File: config.mk
export PLATFORM = sky130hd
export DESIGN_NAME = tomasulo_rs_mc_flat
export DESIGN_NICKNAME = d
export VERILOG_FILES = /design/src/rtl/tomasulo_rs_mc_pkg.sv /design/src/rtl/tomasulo_rs_mc_if.sv /design/src/rtl/tomasulo_rs_mc_age_matrix.sv /design/src/rtl/tomasulo_rs_mc.sv /design/src/flat_wrapper.sv
export SDC_FILE = /design/constraint.sdc
export NUM_CORES = 1
export LEC_CHECK = 0
export CAP_MARGIN = 20
export CELL_PAD_IN_SITES_DETAIL_PLACEMENT = 0
export CELL_PAD_IN_SITES_GLOBAL_PLACEMENT = 1
export CORE_MARGIN = 2
export CORE_UTILIZATION = 45
export DETAILED_ROUTE_END_ITERATION = 6
export PLACE_DENSITY_LB_ADDON = 0.1
export SYNTH_ARGS = -nofsm -noshare
export SYNTH_HDL_FRONTEND = slang
export SYNTH_SLANG_ARGS = --single-unit
File: constraint.sdc
create_clock -name i_clk -period 6.2 [get_ports i_clk]
set_clock_uncertainty 0.2 [all_clocks]
set_input_delay 1.24 -clock i_clk [delete_from_list [all_inputs] [get_ports i_clk]]
set_output_delay 1.24 -clock i_clk [all_outputs]
set_load 0.01 [all_outputs]
File: src/rtl/tomasulo_rs_mc_pkg.sv
// Shared types and defaults for the Tomasulo reservation station.
package tomasulo_rs_mc_pkg;

  localparam int RS_N_DEFAULT  = 4;
  localparam int CDB_N_DEFAULT = 2;
  localparam int WORD_W        = 32;
  localparam int TAG_W         = 5;
  localparam int ROBID_W       = 5;
  localparam int IMM_W         = 32;
  localparam int WA_W          = 5;

  typedef enum logic [3:0] {
    OP_ADD = 4'd0,
    OP_SUB = 4'd1,
    OP_AND = 4'd2,
    OP_OR  = 4'd3,
    OP_XOR = 4'd4,
    OP_SLL = 4'd5,
    OP_SRL = 4'd6,
    OP_MUL = 4'd7
  } opcode_t;

  // When busy, data[TAG_W-1:0] holds the producer tag being waited on.
  typedef struct packed {
    logic              busy;
    logic [WORD_W-1:0] data;
  } oprand_t;

  typedef struct packed {
    logic               vld;
    opcode_t            op;
    logic [TAG_W-1:0]   tag;
    oprand_t [1:0]      opr;
    logic [ROBID_W-1:0] robid;
    logic [IMM_W-1:0]   imm;
    logic [WA_W-1:0]    wa;
  } rs_entry_t;

endpackage

File: src/rtl/tomasulo_rs_mc_if.sv
// Dispatch, CDB snoop and issue bundle of the reservation station.
interface tomasulo_rs_mc_if #(parameter int CDB_N = 2);
  import tomasulo_rs_mc_pkg::*;

  logic                     in_vld;
  logic                     in_rdy;
  opcode_t                  in_op;
  logic [TAG_W-1:0]         in_tag;
  logic [1:0]               in_busy;
  logic [2*WORD_W-1:0]      in_opr;
  logic [ROBID_W-1:0]       in_robid;
  logic [IMM_W-1:0]         in_imm;
  logic [WA_W-1:0]          in_wa;

  logic [CDB_N-1:0]         cdb_vld;
  logic [CDB_N*TAG_W-1:0]   cdb_tag;
  logic [CDB_N*WORD_W-1:0]  cdb_wdata;

  logic                     iss_vld;
  logic                     iss_rdy;
  logic [2*WORD_W-1:0]      iss_rdata;
  opcode_t                  iss_op;
  logic [TAG_W-1:0]         iss_tag;
  logic [ROBID_W-1:0]       iss_robid;
  logic [IMM_W-1:0]         iss_imm;
  logic [WA_W-1:0]          iss_wa;

  modport master (
    output in_vld, in_op, in_tag, in_busy, in_opr, in_robid, in_imm, in_wa,
    output cdb_vld, cdb_tag, cdb_wdata, iss_rdy,
    input  in_rdy, iss_vld, iss_rdata, iss_op, iss_tag, iss_robid, iss_imm, iss_wa
  );

  modport slave (
    input  in_vld, in_op, in_tag, in_busy, in_opr, in_robid, in_imm, in_wa,
    input  cdb_vld, cdb_tag, cdb_wdata, iss_rdy,
    output in_rdy, iss_vld, iss_rdata, iss_op, iss_tag, iss_robid, iss_imm, iss_wa
  );

endinterface

File: src/rtl/tomasulo_rs_mc_age_matrix.sv
// Age matrix: tracks relative allocation order and grants the oldest requester.
module tomasulo_rs_mc_age_matrix #(parameter int N = 4) (
  input  logic         i_clk,
  input  logic         i_rst_n,
  input  logic [N-1:0] i_alloc,
  input  logic [N-1:0] i_free,
  input  logic [N-1:0] i_req,
  output logic [N-1:0] o_gnt
);

  // r_older[i][j] = 1 means entry i was allocated before entry j
  logic [N-1:0] r_older [N];

  // Newly allocated entry becomes younger than all others; freed entries drop all relations
  always_ff @(posedge i_clk) begin
    for (int i = 0; i < N; i++) begin
      for (int j = 0; j < N; j++) begin
        if (!i_rst_n) begin
          r_older[i][j] <= 1'b0;
        end else if (i_free[i] || i_free[j] || (i == j)) begin
          r_older[i][j] <= 1'b0;
        end else if (i_alloc[j]) begin
          r_older[i][j] <= 1'b1;
        end else if (i_alloc[i]) begin
          r_older[i][j] <= 1'b0;
        end else begin
          r_older[i][j] <= r_older[i][j];
        end
      end
    end
  end

  // A requester wins when no other requester is older than it
  always_comb begin
    o_gnt = '0;
    for (int i = 0; i < N; i++) begin
      o_gnt[i] = i_req[i];
      for (int j = 0; j < N; j++) begin
        if (i_req[j] && r_older[j][i]) begin
          o_gnt[i] = 1'b0;
        end else begin
          o_gnt[i] = o_gnt[i];
        end
      end
    end
  end

endmodule

File: src/rtl/tomasulo_rs_mc.sv
// Reservation station: holds dispatched ops, wakes operands from the CDB,
// and issues the oldest fully-ready entry to its functional unit.
module tomasulo_rs_mc
  import tomasulo_rs_mc_pkg::*;
#(
  parameter int RS_N  = RS_N_DEFAULT,
  parameter int CDB_N = CDB_N_DEFAULT
) (
  input  logic                       i_clk,
  input  logic                       i_rst_n,
  input  logic                       i_flush,
  tomasulo_rs_mc_if.slave            bus,
  output logic [$clog2(RS_N+1)-1:0]  o_occupancy
);

  localparam int OCC_W = $clog2(RS_N+1);

  rs_entry_t        r_ent [RS_N];
  logic [OCC_W-1:0] r_occ;

  logic [RS_N-1:0]  w_free_oh;
  logic             w_any_free;
  logic [RS_N-1:0]  w_ready;
  logic [RS_N-1:0]  w_gnt;
  logic [RS_N-1:0]  w_alloc_oh;
  logic [RS_N-1:0]  w_free_mask;
  logic             w_alloc;
  logic             w_issue;
  rs_entry_t        w_new;
  rs_entry_t        w_sel;

  // Resolve one operand against the CDB; the lowest matching channel wins.
  function automatic oprand_t snoop(input logic busy, input logic [WORD_W-1:0] word,
                                    input logic [CDB_N-1:0] vld,
                                    input logic [CDB_N*TAG_W-1:0] tags,
                                    input logic [CDB_N*WORD_W-1:0] wdata);
    oprand_t res;
    logic    hit;
    res.busy = busy;
    res.data = word;
    hit      = 1'b0;
    for (int c = 0; c < CDB_N; c++) begin
      if (busy && !hit && vld[c] && (word[TAG_W-1:0] == tags[c*TAG_W +: TAG_W])) begin
        res.busy = 1'b0;
        res.data = wdata[c*WORD_W +: WORD_W];
        hit      = 1'b1;
      end else begin
        hit      = hit;
      end
    end
    return res;
  endfunction

  // Find the lowest free slot and the set of entries with both operands resolved
  always_comb begin
    w_free_oh  = '0;
    w_any_free = 1'b0;
    w_ready    = '0;
    for (int i = 0; i < RS_N; i++) begin
      if (!r_ent[i].vld && !w_any_free) begin
        w_free_oh[i] = 1'b1;
        w_any_free   = 1'b1;
      end else begin
        w_free_oh[i] = 1'b0;
      end
      w_ready[i] = r_ent[i].vld & ~r_ent[i].opr[0].busy & ~r_ent[i].opr[1].busy;
    end
  end

  assign bus.in_rdy  = i_rst_n & w_any_free;
  assign bus.iss_vld = i_rst_n & (|w_ready);
  assign w_alloc     = bus.in_vld & bus.in_rdy & ~i_flush;
  assign w_alloc_oh  = {RS_N{w_alloc}} & w_free_oh;
  assign w_issue     = bus.iss_vld & bus.iss_rdy;
  assign w_free_mask = i_flush ? {RS_N{1'b1}} : ({RS_N{w_issue}} & w_gnt);

  tomasulo_rs_mc_age_matrix #(.N(RS_N)) u_age (
    .i_clk   (i_clk),
    .i_rst_n (i_rst_n),
    .i_alloc (w_alloc_oh),
    .i_free  (w_free_mask),
    .i_req   (w_ready),
    .o_gnt   (w_gnt)
  );

  // Build the incoming entry, capturing any operand broadcast in the dispatch cycle
  always_comb begin
    w_new.vld    = 1'b1;
    w_new.op     = bus.in_op;
    w_new.tag    = bus.in_tag;
    w_new.robid  = bus.in_robid;
    w_new.imm    = bus.in_imm;
    w_new.wa     = bus.in_wa;
    w_new.opr[0] = snoop(bus.in_busy[0], bus.in_opr[WORD_W-1:0],
                         bus.cdb_vld, bus.cdb_tag, bus.cdb_wdata);
    w_new.opr[1] = snoop(bus.in_busy[1], bus.in_opr[2*WORD_W-1:WORD_W],
                         bus.cdb_vld, bus.cdb_tag, bus.cdb_wdata);
  end

  // Mux the granted (oldest ready) entry onto the issue bus
  always_comb begin
    w_sel = '0;
    for (int i = 0; i < RS_N; i++) begin
      if (w_gnt[i]) begin
        w_sel = r_ent[i];
      end else begin
        w_sel = w_sel;
      end
    end
    bus.iss_op    = w_sel.op;
    bus.iss_tag   = w_sel.tag;
    bus.iss_robid = w_sel.robid;
    bus.iss_imm   = w_sel.imm;
    bus.iss_wa    = w_sel.wa;
    bus.iss_rdata = {w_sel.opr[1].data, w_sel.opr[0].data};
  end

  // Entry storage: allocate, wake busy operands from the CDB, retire on issue
  always_ff @(posedge i_clk) begin
    for (int i = 0; i < RS_N; i++) begin
      if (!i_rst_n) begin
        r_ent[i] <= '0;
      end else if (i_flush) begin
        r_ent[i].vld <= 1'b0;
      end else if (w_alloc_oh[i]) begin
        r_ent[i] <= w_new;
      end else begin
        r_ent[i].vld <= r_ent[i].vld & ~(w_issue & w_gnt[i]);
        for (int k = 0; k < 2; k++) begin
          r_ent[i].opr[k] <= snoop(r_ent[i].opr[k].busy, r_ent[i].opr[k].data,
                                   bus.cdb_vld, bus.cdb_tag, bus.cdb_wdata);
        end
      end
    end
  end

  // Valid-entry counter: +1 on allocate, -1 on issue, cleared by flush
  always_ff @(posedge i_clk) begin
    if (!i_rst_n) begin
      r_occ <= '0;
    end else if (i_flush) begin
      r_occ <= '0;
    end else begin
      case ({w_alloc, w_issue})
        2'b10:   r_occ <= r_occ + OCC_W'(1);
        2'b01:   r_occ <= r_occ - OCC_W'(1);
        default: r_occ <= r_occ;
      endcase
    end
  end

  assign o_occupancy = r_occ;

endmodule

File: src/flat_wrapper.sv
// flat-port wrapper written by rule: the top's interface ports become plain ports
module tomasulo_rs_mc_flat import tomasulo_rs_mc_pkg::*;
#(
  parameter int RS_N  = RS_N_DEFAULT,
  parameter int CDB_N = CDB_N_DEFAULT
)
  (i_clk, i_rst_n, i_flush, o_occupancy, bus_in_vld, bus_in_op, bus_in_tag, bus_in_busy, bus_in_opr, bus_in_robid, bus_in_imm, bus_in_wa, bus_cdb_vld, bus_cdb_tag, bus_cdb_wdata, bus_iss_rdy, bus_in_rdy, bus_iss_vld, bus_iss_rdata, bus_iss_op, bus_iss_tag, bus_iss_robid, bus_iss_imm, bus_iss_wa);
  tomasulo_rs_mc_if #(.CDB_N(CDB_N)) bus_i ();
  input  logic i_clk;
  input  logic i_rst_n;
  input  logic i_flush;
  output logic [$clog2(RS_N+1)-1:0] o_occupancy;
  input wire logic [$bits(bus_i.in_vld)-1:0] bus_in_vld;
  input wire logic [$bits(bus_i.in_op)-1:0] bus_in_op;
  input wire logic [$bits(bus_i.in_tag)-1:0] bus_in_tag;
  input wire logic [$bits(bus_i.in_busy)-1:0] bus_in_busy;
  input wire logic [$bits(bus_i.in_opr)-1:0] bus_in_opr;
  input wire logic [$bits(bus_i.in_robid)-1:0] bus_in_robid;
  input wire logic [$bits(bus_i.in_imm)-1:0] bus_in_imm;
  input wire logic [$bits(bus_i.in_wa)-1:0] bus_in_wa;
  input wire logic [$bits(bus_i.cdb_vld)-1:0] bus_cdb_vld;
  input wire logic [$bits(bus_i.cdb_tag)-1:0] bus_cdb_tag;
  input wire logic [$bits(bus_i.cdb_wdata)-1:0] bus_cdb_wdata;
  input wire logic [$bits(bus_i.iss_rdy)-1:0] bus_iss_rdy;
  output wire logic [$bits(bus_i.in_rdy)-1:0] bus_in_rdy;
  output wire logic [$bits(bus_i.iss_vld)-1:0] bus_iss_vld;
  output wire logic [$bits(bus_i.iss_rdata)-1:0] bus_iss_rdata;
  output wire logic [$bits(bus_i.iss_op)-1:0] bus_iss_op;
  output wire logic [$bits(bus_i.iss_tag)-1:0] bus_iss_tag;
  output wire logic [$bits(bus_i.iss_robid)-1:0] bus_iss_robid;
  output wire logic [$bits(bus_i.iss_imm)-1:0] bus_iss_imm;
  output wire logic [$bits(bus_i.iss_wa)-1:0] bus_iss_wa;
  assign bus_i.in_vld = bus_in_vld;
  assign bus_i.in_op = bus_in_op;
  assign bus_i.in_tag = bus_in_tag;
  assign bus_i.in_busy = bus_in_busy;
  assign bus_i.in_opr = bus_in_opr;
  assign bus_i.in_robid = bus_in_robid;
  assign bus_i.in_imm = bus_in_imm;
  assign bus_i.in_wa = bus_in_wa;
  assign bus_i.cdb_vld = bus_cdb_vld;
  assign bus_i.cdb_tag = bus_cdb_tag;
  assign bus_i.cdb_wdata = bus_cdb_wdata;
  assign bus_i.iss_rdy = bus_iss_rdy;
  assign bus_in_rdy = bus_i.in_rdy;
  assign bus_iss_vld = bus_i.iss_vld;
  assign bus_iss_rdata = bus_i.iss_rdata;
  assign bus_iss_op = bus_i.iss_op;
  assign bus_iss_tag = bus_i.iss_tag;
  assign bus_iss_robid = bus_i.iss_robid;
  assign bus_iss_imm = bus_i.iss_imm;
  assign bus_iss_wa = bus_i.iss_wa;
  tomasulo_rs_mc #(.RS_N(RS_N), .CDB_N(CDB_N)) u_core (.i_clk(i_clk), .i_rst_n(i_rst_n), .i_flush(i_flush), .bus(bus_i), .o_occupancy(o_occupancy));
endmodule
==> metrics.md, run 1 <==
| Metric | Value |
|---|---|
| Total grt overflow | 0 |
| Num Clock Sinks | 487 |
| Placer Congestion | 0.931 |
| Reg-to-reg slack, setup | 2.24 ns |
| Leak pwr | 11.5 nW |
| CTS Buf Count | 55 |
| Vias in the first global route | 25600 |
| Critical path arrival | 4.53 ns |
| Register area share after synthesis | 51.0% |
| Async SR Flop Fraction | 0% |
| Setup crit end kind | output pin |
| # IOs | 318 |
| Crit-path cells | nor3b_1 > a2111o_2 > nand2b_4 > a221oi_1 > nor2_1 > clkdlybuf4s50_1 |
| Distinct cells, synth | 59 |
| Slowest cell delay on critical path | 0.74 ns |
| Slew @ Worst Pin | 1.23 ns |
| Starting density of the core | 45.4% |
| Multi-input logic area | 12700 um2 |
| Synth Area in Compound Gates | 23.7% |
| Setup Viol. Count Final | 0 |
| Seq pwr share | 45.2% |
| Total wire length | 119000 um |
| Post-synth EDFFs | 484 |
| DRT Pass-1 Iters | 7 |
| Synth top area share | 50.8% |
| Cts repair resizes | 0 |
| Worst Hold End | u_core.o_occupancy[2] |
| CTS max path bufs | 3 |
| Part of the power in combinational logic | 15.8% |
| Relative slew margins | 18.0% |
| Clock Power Share | 39.0% |
| Commonest non-fill, non-tap cell in the layout | edfxtp_1 |
| Worst Hold Class | register to register |
| Final instance area | 34300 um2 |
| Most frequent cells in the layout | edfxtp_1, clkdlybuf4s50_1, and2_1 |
| Synth Area in Adders | 0.114% |
| Global-route wire length before repair | 171000 um |
| Clock-pin transition on the worst setup and hold timing paths | 0.06 ns |
| Xor and xnor area share after synthesis | 3.12% |
| Synthesized area per cell | 10.7 um2 |
| H-tree Lvls | 2 |
| Synth Cell Area | 28600 um2 |
| Final worst path period need | 5.97 ns |
| CP required | 4.76 ns |
| Worst reg-to-reg path cell count | 6 |
| Register area | 14600 um2 |
| Die height | 256 um |
| Fillers | 5506 |
| Max Freq | 167 MHz |
| Vias after detailed routing | 26300 |
| Nets@finish | 3027 |
| Wire per inst | 32.0 um |
| CP Max Fanout | 50 |
| TritonCTS clock tree | yes |
| Pint | 6.32 mW |
| Max-cap viol count | 0 |
| Post-Synthesis Cells | 2677 |
| Aggregate global-route resource usage | 34.9% |
| P&R area growth vs syn | 20.1% |
| Detailed placement HPWL | 69700 um |
| PortBufs | 317 |
| TNS Setup | 0 ns |
| Core Box Area | 63000 um2 |
| Number of vias per cell | 7.07 |
| Post-synthesis mux area share | 1.12% |
| Synth top area cells | edfxtp_1, o221ai_1, and2_1, o211ai_1, o22ai_1 |
| Hold Startpoint | u_core.o_occupancy[2] |
| Post-CTS Hold Buffers | 0 |
| Root Buffer | clkbuf_16 |
| Peak supply drop | 0.228 mV |
| Residual DRC | 9 |
| Slew Limit Fails | 0 |
| FP Rows | 92 |
| Fin crit share | 96.3% |
| Failing checks | DRC |
| Setup bufs post-CTS | 0 |
| Slowest CP cell | a2111o_2 |
| Dpl cell area | 32500 um2 |
| Share of post-route cells with drive strength above 1 | 10.2% |
| Post-synth top area cell | edfxtp_1 |
| R2r endpoint | u_core.u_age.r_older[2][3] |
| YS warnings | 0 |
| Hold path depth | 2 |
| Die ar. | 65600 um2 |
| Fin. Hold Viols | 0 |
| Die W | 256 um |
| NetSw | 2.34 mW |
| Largest family of logic cells by synthesized area | compound AO/OA/AOI/OAI gates |
| Count of state elements after synthesis | 487 |
| Switching share of power | 27.1% |
| Post-route ant nets | 0 |
| Largest net degree at the start of global routing | 129 |
| CP Launch Type | register |
| Crit Reg-Reg Startpoint | u_core.r_ent[0][117] |
| Clk_lat worst skew | 0.64 ns |
| Outcome | complete, but fails checks |
| RSZ-0062 raised after global routing | no |
| Post-synthesis simple-gate area fraction | 15.6% |
| Cell area power density | 252 nW/um2 |
| Iteration-0 DRC Markers | 4285 |
| Worst setup path class | register to output pin |
| Top_reg_cell synth | edfxtp_1 |
| Initial antenna violation count | 10 |
[synthesized netlist by cell type (all sizes together) (2+ instances only)]
master and count:
nor3b 5, nor4bb 8, buf 87, o21ai 137
and2 206, xor2 63, a221oi 115, a2111oi 3
nand2 113, o31a 2, nand3 73, nand3b 3
and4 5, dfxtp 3, nand4 79, o21bai 3
mux2i 32, nor2b 4, or3 18, and3 70
o211ai 163, a21o 4, o31ai 64, edfxtp 484
or2 6, a2111o 3, nor2 149, a41oi 2
clkbuf 226, or3b 5, nor4 15, o221ai 157
xnor2 39, inv 37, nor3 67, nand2b 6
o22ai 147, a21oi 4, a21boi 64
[sequential cells by signal, indices dropped and copies added, names as in the netlist]
name / cells
u_core.r_ent: 472
u_core.o_occupancy: 3
u_core.u_age.r_older: 12
[critical path: cells and delay by family, from the launching register on]
kind / cells / cell delay (ns)
flip-flops: 1 / 0.54
buffers and inverters: 1 / 0.57
AND/OR/NAND/NOR: 3 / 1.26
AO/OA/AOI/OAI: 2 / 1.46
[through the flow]
step | hold slack (ns) | power, mW | cells | setup WS (ns) | util (%)
after floorplan | 0.302 | 4.62 | 2680 | 0.541 | -
after global placement | 0.281 | 5.30 | 3614 | 1.09 | 51.5
after detailed placement | 0.297 | 5.32 | 3615 | 1.01 | 51.6
after CTS | 0.306 | 8.64 | 3718 | 0.340 | 54.5
after global routing | 0.320 | 8.86 | 3721 | 0.0594 | 54.5
final | 0.299 | 8.66 | 3721 | 0.230 | 54.5
[power by group through the flow]
stage,logic [mW],clock network (mW),registers (mW)
2_1_floorplan,0.674,0,3.95
3_3_place_gp,1.33,0,3.97
4_1_cts,1.34,3.38,3.91
3_5_place_dp,1.34,0,3.98
6_report,1.37,3.38,3.91
5_1_grt,1.44,3.50,3.92
[how the worst max path moves through the flow]
| stage | to | start | slack (ns) | cells after the start |
|---|---|---|---|---|
| after global routing | bus_iss_imm[25] | u_core.r_ent[0][117] | 0.06 | 7 |
| final | bus_iss_rdata[3] | u_core.r_ent[0][117] | 0.23 | 6 |
| after floorplan | u_core.r_ent[0][100] | bus_cdb_tag[4] | 0.54 | 8 |
| after global placement | bus_iss_imm[1] | u_core.r_ent[3][74] | 1.09 | 7 |
| after detailed placement | bus_iss_imm[1] | u_core.r_ent[3][117] | 1.01 | 7 |
| after CTS | bus_iss_imm[31] | u_core.r_ent[0][117] | 0.34 | 7 |
[cells by family (layout without fill, tap and decap cells)]
group	after synthesis	after routing
AO/OA/AOI/OAI	871	871
XOR/XNOR	102	102
adder cells (fa/ha/maj)	2	2
buffers and inverters	350	543
flip-flops	487	487
multiplexers	32	32
other	1	6
AND/OR/NAND/NOR	832	832
[layout make-up]
cell class	instances	share of cell area [%]
well taps	846	3.08
clock buffers	62	4.15
multi-input cells	1843	37.0
clock inverters	41	1.21
inverters	37	0.404
repair buffers	403	11.6
flip-flops and latches	487	42.5
diodes	2	0.0146
[metal layers]
layer  part of all wire (%)  track usage, %  wire (um)  vias up
met5                  0.051           0.658         61        -
met4                    4.7            15.0       5550       10
met3                     13            9.89      15500      471
met2                     45            54.3      53500     2116
met1                     37            45.5      44300    12800
li1                       -               -          -    10900
Note: power is estimated with default switching activity, not from simulation.
==> run 2, diff against run 1 <==
Settings changed: CORE_MARGIN 2 to 8, CTS_CLUSTER_SIZE set to 40.
==> run 2 against run 1 <==
- the run now ends clean
- via count rose by 1.1%
- hold slack better by 0.037 ns
- wire length is 4.0% higher
- power shrank 3.0%
- non-clock buffer count rose by 7
- critical path depth grew 1
- worst setup slack improved by 0.31 ns
- register-to-register slack improved by 0.34 ns
- clock power is 8.3% lower
- count of clock-buffer cells in the layout grew 3
- critical path type unchanged
- critical endpoint is now bus_iss_imm[23]
- highest routed layer unchanged
==> metrics.md, run 2 (same netlist as run 1, synthesis figures left out) <==
| Metric | Value |
|---|---|
| Cts repair resizes | 0 |
| H-tree Lvls | 2 |
| Num Clock Sinks | 487 |
| Vias after detailed routing | 26600 |
| Buf/Inv on CP | 2 |
| Slowest cell delay on critical path | 0.70 ns |
| NetSw | 2.32 mW |
| Nets@finish | 3033 |
| Worst setup path class | register to output pin |
| Relative slew margins | 18.9% |
| Clock Power Share | 36.9% |
| Commonest non-fill, non-tap cell in the layout | edfxtp_1 |
| Starting density of the core | 45.4% |
| CP Launch Type | register |
| TNS Setup | 0 ns |
| Residual DRC | 0 |
| Part of the power in combinational logic | 16.5% |
| Die W | 268 um |
| Placer Congestion | 0.990 |
| CTS Buf Count | 54 |
| Final worst path period need | 5.67 ns |
| Top delay family on crit path | simple AND/OR/NAND/NOR gates |
| Slowest CP cell | a2111o_2 |
| Vias in the first global route | 26300 |
| Total power | 8.40 mW |
| Switching share of power | 27.7% |
| Reg-to-reg slack, setup | 2.58 ns |
| Die height | 268 um |
| Slew Limit Fails | 0 |
| Root Buffer | clkbuf_16 |
| Crit-path cells | or3b_2 > a2111o_2 > nand2_4 > buf_12 > o22ai_1 > nor2_1 > clkdlybuf4s50_1 |
| Core Box Area | 63000 um2 |
| Total grt overflow | 0 |
| Iteration-0 DRC Markers | 4538 |
| Critical path arrival | 4.23 ns |
| Setup crit end kind | output pin |
| Max-cap viol count | 0 |
| Initial antenna violation count | 6 |
| Wire per inst | 33.2 um |
| Clk_lat worst skew | 0.62 ns |
| Fin. Hold Viols | 0 |
| RSZ-0062 raised after global routing | no |
| CTS max path bufs | 3 |
| Leak pwr | 11.5 nW |
| Detailed placement HPWL | 72900 um |
| P&R area growth vs syn | 19.5% |
| Cell area power density | 246 nW/um2 |
| Most frequent cells in the layout | edfxtp_1, clkdlybuf4s50_1, and2_1 |
| Global-route wire length before repair | 178000 um |
| CP required | 4.76 ns |
| Pint | 6.07 mW |
| FP Rows | 92 |
| Aggregate global-route resource usage | 33.1% |
| Seq pwr share | 46.6% |
| Fillers | 5511 |
| Number of vias per cell | 7.14 |
| Most flops, register | u_core.r_ent |
| Outcome | finished clean |
| Max reg flops | 472 |
| Max Freq | 177 MHz |
| PortBufs | 317 |
| Clock-pin transition on the worst setup and hold timing paths | 0.06 ns |
| Slew @ Worst Pin | 1.22 ns |
| DRT Pass-1 Iters | 7 |
| Post-route ant nets | 0 |
| Fin crit share | 91.4% |
| Total wire length | 124000 um |
| Setup Viol. Count Final | 0 |
| Setup bufs post-CTS | 0 |
| # IOs | 318 |
| Post-CTS Hold Buffers | 0 |
| TritonCTS clock tree | yes |
| Worst Hold Class | register to register |
| Peak supply drop | 0.213 mV |
| Share of post-route cells with drive strength above 1 | 10.2% |
| CP Max Fanout | 43 |
| Largest net degree at the start of global routing | 78 |
| Die ar. | 71900 um2 |
run 2: cell count changes in the layout (fill, tap and decap cells not counted), sizes merged:
cell and delta:
inv -1, buf +7, clkinvlp -1, bufinv -5, diode +4, clkbuf +3
run 2: worst paths after layout:
check / startpoint / endpoint / depth (start not counted)
max: u_core.r_ent[3][117] / bus_iss_imm[23] / 7
min reg2reg: u_core.o_occupancy[2] / u_core.o_occupancy[2] / 2
min: u_core.o_occupancy[2] / u_core.o_occupancy[2] / 2
max reg2reg: u_core.r_ent[0][117] / u_core.u_age.r_older[0][3] / 6
run 2: power groups by stage:
stage               Sequential (mW)  Clock, mW  Combinational (mW)
detailed placement             3.98          0                1.35
global placement               3.97          0                1.34
CTS                            3.91       3.11                1.36
global route                   3.93       3.23                1.45
floorplan                      3.95          0               0.674
finish                         3.91       3.10                1.38
run 2: stage by stage:
stage                     setup WS [ns]  hold slack [ns]  utilization, %  std cells  area, um2
after floorplan                   0.541            0.302               -       2680      28600
after global placement             1.19            0.292            51.6       3622      32500
after detailed placement           1.19            0.323            51.7       3623      32500
after CTS                         0.525            0.335            54.3       3722      34200
after global routing              0.387            0.389            54.3       3723      34200
final                             0.535            0.336            54.3       3728      34200
run 2: worst register-to-register path, stage by stage, from the launching register on:
cell	delay [ns]
edfxtp_1	0.54
nor3b_1	0.55
a2111o_2	0.79
buf_4	0.59
nand2_1	0.14
a21o_1	0.24
or3_1	0.32
run 2: final cells by class:
cell class              instances  area [um2]  area share [%]
well taps                     846        1060            3.10
diodes                          6        15.0          0.0439
multi-input cells            1843       12700            37.2
inverters                      37         139           0.406
clock inverters                34         236           0.692
clock buffers                  65        1410            4.13
flip-flops and latches        487       14600            42.7
repair buffers                410        4030            11.8
run 2: routing by layer:
layer / track usage, % / part of all wire, %
met3: 10.0 / 13
met5: 0 / 0.030
met1: 43.1 / 38
met4: 14.2 / 5.0
met2: 51.0 / 44
